$ cat src/rtl/hyperbus_clk_div.sv
// Glitch-free integer clock divider for the HyperBus PHY phase generator.
// The divider is reloaded only on a falling toggle of clk_o, and the output always parks low.
module hyperbus_clk_div #(
  parameter int unsigned DivWidth   = 8,
  parameter int unsigned DefaultDiv = 1
) (
  input  logic                clk_i,
  input  logic                rst_i,
  input  logic                clk_en_i,
  input  logic [DivWidth-1:0] cfg_div_i,
  input  logic                cfg_valid_i,
  output logic                cfg_ready_o,
  output logic [DivWidth-1:0] div_o,
  output logic                running_o,
  output logic                clk_o
);

  localparam logic [0:0] StIdle = 1'b0;
  localparam logic [0:0] StRun  = 1'b1;

  localparam logic [DivWidth-1:0] DivOne = DivWidth'(1);
  localparam logic [DivWidth-1:0] DivRst = DivWidth'(DefaultDiv);

  // A half-period of zero cycles is meaningless, so treat it as one.
  function automatic logic [DivWidth-1:0] sanitize_div(input logic [DivWidth-1:0] d);
    return (d == '0) ? DivOne : d;
  endfunction

  logic [0:0]          state_q, state_d;
  logic                clk_q, clk_d;
  logic [DivWidth-1:0] cnt_q, cnt_d;
  logic [DivWidth-1:0] div_q, div_d;
  logic [DivWidth-1:0] pend_div_q, pend_div_d;
  logic                pend_vld_q, pend_vld_d;

  logic                accept;
  logic                phase_end;

  assign accept    = cfg_valid_i & ~pend_vld_q;
  assign phase_end = (cnt_q == (div_q - DivOne));

  always_comb begin
    state_d    = state_q;
    clk_d      = clk_q;
    cnt_d      = cnt_q;
    div_d      = div_q;
    pend_div_d = pend_div_q;
    pend_vld_d = pend_vld_q;

    case (state_q)
      StIdle: begin
        cnt_d = '0;
        clk_d = 1'b0;
        // A config that arrived on the last falling toggle before stopping is applied here.
        if (pend_vld_q) begin
          div_d      = pend_div_q;
          pend_vld_d = 1'b0;
        end
        if (accept) begin
          div_d = sanitize_div(cfg_div_i);
        end
        if (clk_en_i) begin
          state_d = StRun;
          clk_d   = 1'b1;
        end
      end

      StRun: begin
        if (phase_end) begin
          cnt_d = '0;
          clk_d = ~clk_q;
          if (clk_q) begin
            if (pend_vld_q) begin
              div_d      = pend_div_q;
              pend_vld_d = 1'b0;
            end
            if (!clk_en_i) begin
              state_d = StIdle;
            end
          end
        end else begin
          cnt_d = cnt_q + DivOne;
        end
        // Accept needs pend_vld_q low, so it never collides with an apply in the same cycle.
        if (accept) begin
          pend_div_d = sanitize_div(cfg_div_i);
          pend_vld_d = 1'b1;
        end
      end

      default: begin
        state_d = StIdle;
        clk_d   = 1'b0;
        cnt_d   = '0;
      end
    endcase
  end

  always_ff @(posedge clk_i) begin
    if (rst_i) begin
      state_q    <= StIdle;
      clk_q      <= 1'b0;
      cnt_q      <= '0;
      div_q      <= DivRst;
      pend_vld_q <= 1'b0;
    end else begin
      state_q    <= state_d;
      clk_q      <= clk_d;
      cnt_q      <= cnt_d;
      div_q      <= div_d;
      pend_vld_q <= pend_vld_d;
    end
  end

  // The pending value is only consumed when pend_vld_q is set, so it needs no reset.
  always_ff @(posedge clk_i) begin
    pend_div_q <= pend_div_d;
  end

  assign cfg_ready_o = ~pend_vld_q;
  assign div_o       = div_q;
  assign running_o   = (state_q == StRun);
  assign clk_o       = clk_q;

endmodule

$ cat config.mk
export PLATFORM = sky130hd
export DESIGN_NAME = hyperbus_clk_div
export DESIGN_NICKNAME = d
export VERILOG_FILES = /design/src/rtl/hyperbus_clk_div.sv
export SDC_FILE = /design/constraint.sdc
export NUM_CORES = 1
export LEC_CHECK = 0
export ABC_AREA = 1
export CAP_MARGIN = 0
export CORE_ASPECT_RATIO = 1.2
export CORE_MARGIN = 2
export CORE_UTILIZATION = 61
export DETAILED_ROUTE_END_ITERATION = 8
export DONT_BUFFER_PORTS = 1
export PLACE_DENSITY = 0.77
export SLEW_MARGIN = 40
export SYNTH_ARGS = -nofsm -noshare
export SYNTH_HDL_FRONTEND = slang
export SYNTH_SLANG_ARGS = --single-unit
$ cat constraint.sdc
create_clock -name clk_i -period 2.3 [get_ports clk_i]
set_clock_uncertainty 0.2 [all_clocks]
set_input_delay 0.345 -clock clk_i [delete_from_list [all_inputs] [get_ports clk_i]]
set_output_delay 0.345 -clock clk_i [all_outputs]
set_load 0.005 [all_outputs]
==> summary.txt, run 1 <==
Run status
  • Status: completed

Job
  • Max-cap violations: 0

Worst setup path
  • Worst Path Required: roughly 2300 ps
  • CP Capture Type: register
  • Worst EP arrival: 2200 ps
  • Flop-to-flop setup slack: approximately 140 ps
  • Critical path peak fanout: 7
  • Top delay family on crit path: simple AND/OR/NAND/NOR gates
  • Worst path buffer plus inverter count: 2
  • Crit-path max cell delay: around 410 ps
  • Slowest cell on the critical path: dfxtp_1
  • Crit path launch type: register
  • Worst setup path class: register to register
  • CP cell instances: inv_1 > ha_2 > inv_1 > nand2_1 > nand2_1 > nor2_2 > nand3_4 > nor2_4 > nand3_2 > nand2_4 > nand2_4 > nor2_2 > nor2_1

Detailed routing
  • Routed vias/inst: about 5.2
  • First drt pass iteration count: 4
  • Vias: 1414
  • Iter 0 DRT Violations: 31
  • Routed Antenna Nets: 0
  • WL final: 3400 um
  • # DRC: 0
  • Wirelength per Cell: roughly 13 um

Timing
  • Count of pins over their slew limit: 0
  • RSZ-0062 raised after global routing: false
  • Slew margin rel.: 0.561
  • Fmax: between 400 and 500 MHz
  • Slew @ Worst Pin: ~660 ps
  • Final period utilization: 0.939
  • Final setup fails: 0
  • Hold violation total from the final report: 0
  • Setup TNS: 0 ps
  • Tmin final: between 2000 and 2500 ps

Hold path
  • Hold crit path type: primary input to register

Floorplan
  • Die Y: just over 60 um
  • Cell Rows: 20
  • Die width: about 52 um
  • Die ar.: 3170 um2
  • Core Box Area: 2580 um2
  • # IOs: 23
  • Initial Util: 0.648

Global routing
  • Initial antenna violation count: 0
  • Pin count of the biggest net entering global routing: 18
  • Vias in the first global route: between 1000 and 1500
  • Global-route wire length before repair: 5600 um
  • Grt total ovfl: 0
  • GRT Total Usage: 0.238

CTS
  • Clock slew at reported path FFs: 140 ps
  • H-tree depth: 1
  • Clk Latency, worst-skew pair: between 300 and 400 ps
  • CTS Root Cell: clkbuf_4
  • CTS Buffer Depth: 2
  • CTS tree: done
  • CTS buffer count: 3
  • Clock Sinks: 27
  • Setup bufs post-CTS: 0

Synth
  • Syn Inst Count: about 240
  • Synthesized flop and latch total: 27
  • Avg Inst Size Synth: about 7.1 um2
  • Seq/Total Area, Yosys: 0.372
  • Syn_nets: between 200 and 250
  • Ys Warns: 0
  • Asr flop ratio synth: 0
  • Ys flop type: dfxtp_1
  • Post-synth design cell area: 1670 um2
  • Post-synth cell types: 32
  • Number of synthesized flops with an enable pin: 8

Power
  • Peak supply drop: between 0.4 and 0.5 mV
  • PD cells: 588 nW/um2
  • Leakage: around 0.77 nW

Placed design
  • Placer Congestion: a little over 0.8
  • Dpl hpwl: approximately 2600 um
  • DP Area: roughly 1700 um2
  • I/O Buffers: 0

Layout
  • Post-layout net count: about 250
  • Fill cells: roughly 210
  • Final instance area: between 1500 and 2000 um2
  • Share of layout cells above drive strength 1: 0.146
  • Area of the multi-input gates: a little under 900 um2
  • P&R area growth vs syn: 8.16%
  • FF/Latch Area: approximately 620 um2
  • Antenna cell count: 0
[cells in the mapped netlist, types with 3 or more instances]
library cell   n  area share
a211oi_1       7       0.031
a21oi_1        9       0.027
clkbuf_1       8       0.018
dfxtp_1       19        0.23
edfxtp_1       8        0.14
inv_1         28       0.063
inv_2          3      0.0067
nand2_1       47        0.11
nand2_2        3       0.011
nand3_1       21       0.063
nand3_2        3       0.018
nor2_1        32       0.072
nor2_2        12       0.045
nor3_1         4       0.012
o21ai_0        3      0.0090
xor2_1         6       0.031
[power by group]
| part | internal [W] | switching (W) |
|---|---|---|
| registers | 0.000519 | 0.0000366 |
| logic | 0.000114 | 0.000188 |
| clock network | 0.0000681 | 0.000137 |
[through the flow]
step | worst slack, ps | hold WS [ps] | util | instances | power (W)
2_1_floorplan | 333 | 214 | - | 235 | 0.000800
3_3_place_gp | 261 | 218 | 0.651 | 258 | 0.000841
3_5_place_dp | 168 | 217 | 0.651 | 258 | 0.000853
4_1_cts | 155 | 85.8 | 0.700 | 272 | 0.00107
5_1_grt | 5.34 | 111 | 0.701 | 272 | 0.00113
6_report | 139 | 101 | 0.701 | 272 | 0.00106
[state kept, by name, summed over array words and instances (netlist names)]
| signal | cells |
|---|---|
| clk_o | 1 |
| cnt_q | 8 |
| div_o | 8 |
| pend_div_q | 8 |
| pend_vld_q | 1 |
| running_o | 1 |
[worst register-to-register path, stage by stage (launching register included)]
cell and delay, ps:
dfxtp_1 410, inv_1 100, ha_2 340, inv_1 40, nand2_1 50, nand2_1 60, nor2_2 160, nand3_4 90
nor2_4 140, nand3_2 140, nand2_4 110, nand2_4 90, nor2_2 100, nor2_1 50
[worst paths after layout]
path	start	to	cells after the start
hold / removal	rst_i	div_o[0]	2
hold reg to reg	cnt_q[0]	cnt_q[0]	1
setup / recovery	div_o[1]	div_o[4]	13
setup reg to reg	div_o[1]	div_o[4]	13
[repair_timing]
item                                    CTS  global route
gates resized for setup                   0             1
hold endpoints to repair                 11             0
hold buffers                             10             0
endpoints found under the setup margin    0             1
[cell families after synthesis]
| group | after synthesis | synth area share |
|---|---|---|
| AO/OA/AOI/OAI | 21 | 0.0734 |
| XOR/XNOR | 8 | 0.0419 |
| adder cells (fa/ha/maj) | 2 | 0.0150 |
| buffers and inverters | 45 | 0.106 |
| flip-flops | 27 | 0.372 |
| AND/OR/NAND/NOR | 132 | 0.393 |
[layer usage]
layer / GRT usage / part of all wire
met1: 0.263 / 0.40
met2: 0.434 / 0.51
met3: 0.0364 / 0.058
met4: 0.143 / 0.035
met5: 0 / 0
[area by class of cell]
class | count | share of cell area
clock buffer | 4 | 0.0145
inverter | 32 | 0.0665
multi-input combinational | 163 | 0.485
sequential | 27 | 0.343
tap | 33 | 0.0229
timing repair buffer | 13 | 0.0679
[cell usage in the layout, fill, tap and decap left out, types with 2 or more instances in the layout]
cell and n:
nor2_1 32, nand2_2 3, edfxtp_1 8, dfxtp_1 19, nand2_4 2, nand2_1 47
nand3_1 21, or2_0 2, xnor2_1 2, a21oi_1 9, nand3_2 3, buf_4 3
inv_2 3, xor2_1 6, a211oi_1 7, dlygate4sd3_1 10, o21ai_0 3, inv_1 28
nor3_1 4, clkbuf_4 3, nor2_2 12, o21ai_1 2
Note: power is estimated with default switching activity, not from simulation.
==> run 2, diff against run 1 <==
--- a/config.mk
+++ b/config.mk
@@ -8,11 +8,11 @@
 export ABC_AREA = 1
 export CAP_MARGIN = 0
 export CORE_ASPECT_RATIO = 1.2
-export CORE_MARGIN = 2
-export CORE_UTILIZATION = 61
+export CORE_MARGIN = 4
+export CORE_UTILIZATION = 35
+export CTS_CLUSTER_SIZE = 12
 export DETAILED_ROUTE_END_ITERATION = 8
 export DONT_BUFFER_PORTS = 1
-export PLACE_DENSITY = 0.77
 export SLEW_MARGIN = 40
 export SYNTH_ARGS = -nofsm -noshare
 export SYNTH_HDL_FRONTEND = slang
==> run 2 against run 1 <==
  * Design area rose by 1.9%
  * Combinational power fell by 1%
  * Flip-flop and latch count did not move
  * Power rose by 7.5%
  * Critical path type unchanged
  * Highest routed layer unchanged
==> summary.txt, run 2 (synthesis gave the netlist of run 1 again) <==
Run status
  • Status: completed (unchanged)

Floorplan
  • Die width: 71.1 um (was 51.8 um)
  • Die ar.: 5950 um2 (was 3170 um2)
  • # IOs: 23 (unchanged)
  • Cell Rows: 27 (was 20)
  • Die Y: 83.7 um (was 61.3 um)
  • Core Box Area: 4590 um2 (was 2580 um2)
  • Initial Util: 0.364 (was 0.648)

Detailed routing
  • First drt pass iteration count: 5 (was 4)
  • WL final: 3660 um (was 3400 um)
  • Iter 0 DRT Violations: 78 (was 31)
  • # DRC: 0 (unchanged)
  • Routed vias/inst: 4.70 (was 5.20)
  • Vias: 1387 (was 1414)
  • Routed Antenna Nets: 0 (unchanged)
  • Wirelength per Cell: 12.4 um (was 12.5 um)

CTS
  • H-tree depth: 1 (unchanged)
  • CTS buffer count: 3 (unchanged)
  • Setup bufs post-CTS: 0 (unchanged)
  • CTS Buffer Depth: 2 (unchanged)
  • Clk Latency, worst-skew pair: 280 ps (was 330 ps)
  • Clock Sinks: 27 (unchanged)
  • CTS Root Cell: clkbuf_8 (was clkbuf_4)
  • CTS tree: done (unchanged)
  • Clock slew at reported path FFs: 100 ps (was 140 ps)

Worst setup path
  • CP Capture Type: register (unchanged)
  • CP Launch Point: div_o[1] (unchanged)
  • Critical path peak fanout: 7 (unchanged)
  • Crit path launch type: register (unchanged)
  • Worst Path Required: 2290 ps (was 2340 ps)
  • Reg2reg start: div_o[1] (unchanged)
  • Worst setup path class: register to register (unchanged)
  • Worst EP arrival: 2060 ps (was 2200 ps)

Timing
  • RSZ-0062 raised after global routing: false (unchanged)
  • Slew margin rel.: 0.681 (was 0.561)
  • Fmax: 483 MHz (was 463 MHz)
  • Tmin final: 2070 ps (was 2160 ps)
  • Final setup fails: 0 (unchanged)
  • Hold violation total from the final report: 0 (unchanged)
  • Fin worst setup slack: 228 ps (was 139 ps)
  • Count of pins over their slew limit: 0 (unchanged)
  • Slew @ Worst Pin: 478 ps (was 656 ps)
  • Final period utilization: 0.901 (was 0.939)
  • Setup TNS: 0 ps (unchanged)

Power
  • PD cells: 621 nW/um2 (was 588 nW/um2)
  • Total power: 0.00114 W (was 0.00106 W)
  • Leakage: 0.773 nW (about the same)
  • Peak supply drop: 0.455 mV (was 0.467 mV)

Placed design
  • I/O Buffers: 0 (unchanged)
  • Placer Congestion: 0.845 (was 0.829)
  • Dpl hpwl: 2800 um (was 2610 um)
  • DP Worst Slack: 184 ps (was 168 ps)

Layout
  • Antenna cell count: 0 (unchanged)
  • Commonest non-fill, non-tap cells in the layout: 47 x nand2_1, 31 x nor2_1, 28 x inv_1 (was 47 x nand2_1, 32 x nor2_1, 28 x inv_1)
  • Post-layout net count: 252 (was 254)
  • Final core occ: 0.401 (was 0.701)
  • Most common cell after layout, fill and taps aside: nand2_1 (unchanged)
  • Share of layout cells above drive strength 1: 0.156 (was 0.146)
  • P&R area growth vs syn: 10.3% (was 8.16%)

Global routing
  • GRT Total Usage: 0.129 (was 0.238)
  • Initial antenna violation count: 0 (unchanged)
  • Grt total ovfl: 0 (unchanged)
  • Global-route wire length before repair: 6180 um (was 5600 um)
  • Pin count of the biggest net entering global routing: 18 (unchanged)
  • Vias in the first global route: 1270 (was 1356)

Job
  • Max-cap violations: 0 (unchanged)

Hold path
  • Hold crit path type: primary input to register (unchanged)
  • Hold path startpoint: clk_en_i (was rst_i)
==> run 2: area by class of cell <==
type / instances / area, um2
Clock inverter: 1 / 7.51
Multi-Input combinational cell: 163 / 876
Clock buffer: 3 / 41.3
Fill cell: 500 / 2750
Sequential cell: 27 / 622
Timing Repair Buffer: 11 / 103
Tap cell: 58 / 72.6
Inverter: 32 / 120
==> run 2: worst max-delay path: stages (launching register included) <==
cell,delay [ps]
dfxtp_2,360
inv_1,100
ha_1,260
nand2_2,90
nor2_1,130
nand3_1,80
nand2_1,60
nand2_1,50
nor2_2,160
nand3_2,140
nand2_4,100
nand2_4,90
nor2_2,100
nor2_1,50
==> run 2: final timing paths <==
kind | endpoint | slack (ps) | cells after the start
min | running_o | 20 | 2
min reg2reg | cnt_q[0] | 270 | 1
max | div_o[2] | 230 | 13
max reg2reg | div_o[2] | 230 | 13
==> run 2: repair_timing <==
action / 4_1_cts / 5_1_grt
endpoints found under the setup margin: 0 / 1
gates resized for setup: 0 / 1
hold endpoints to repair: 10 / 0
hold buffers: 8 / 0
==> run 2: per-layer routing <==
layer / vias to the layer above / wire length, um / GRT usage
li1: 738 / - / -
met1: 615 / 1700 / 0.166
met2: 30 / 1750 / 0.208
met3: 4 / 172 / 0.0349
met4: 0 / 40 / 0.0393
met5: - / 0 / 0
==> run 2: per-stage QoR <==
stage                     cells  hold WS [ps]  area (um2)
after floorplan             235           214        1670
after global placement      283           217        1710
after detailed placement    283           217        1710
after CTS                   295          17.3        1840
after global routing        295          27.4        1840
final                       295          24.6        1840
==> run 2: power breakdown <==
part / total, W / switching [W] / internal, W
clock: 0.000286 / 0.000163 / 0.000123
combinational: 0.000298 / 0.000188 / 0.000111
sequential: 0.000559 / 0.0000389 / 0.000520
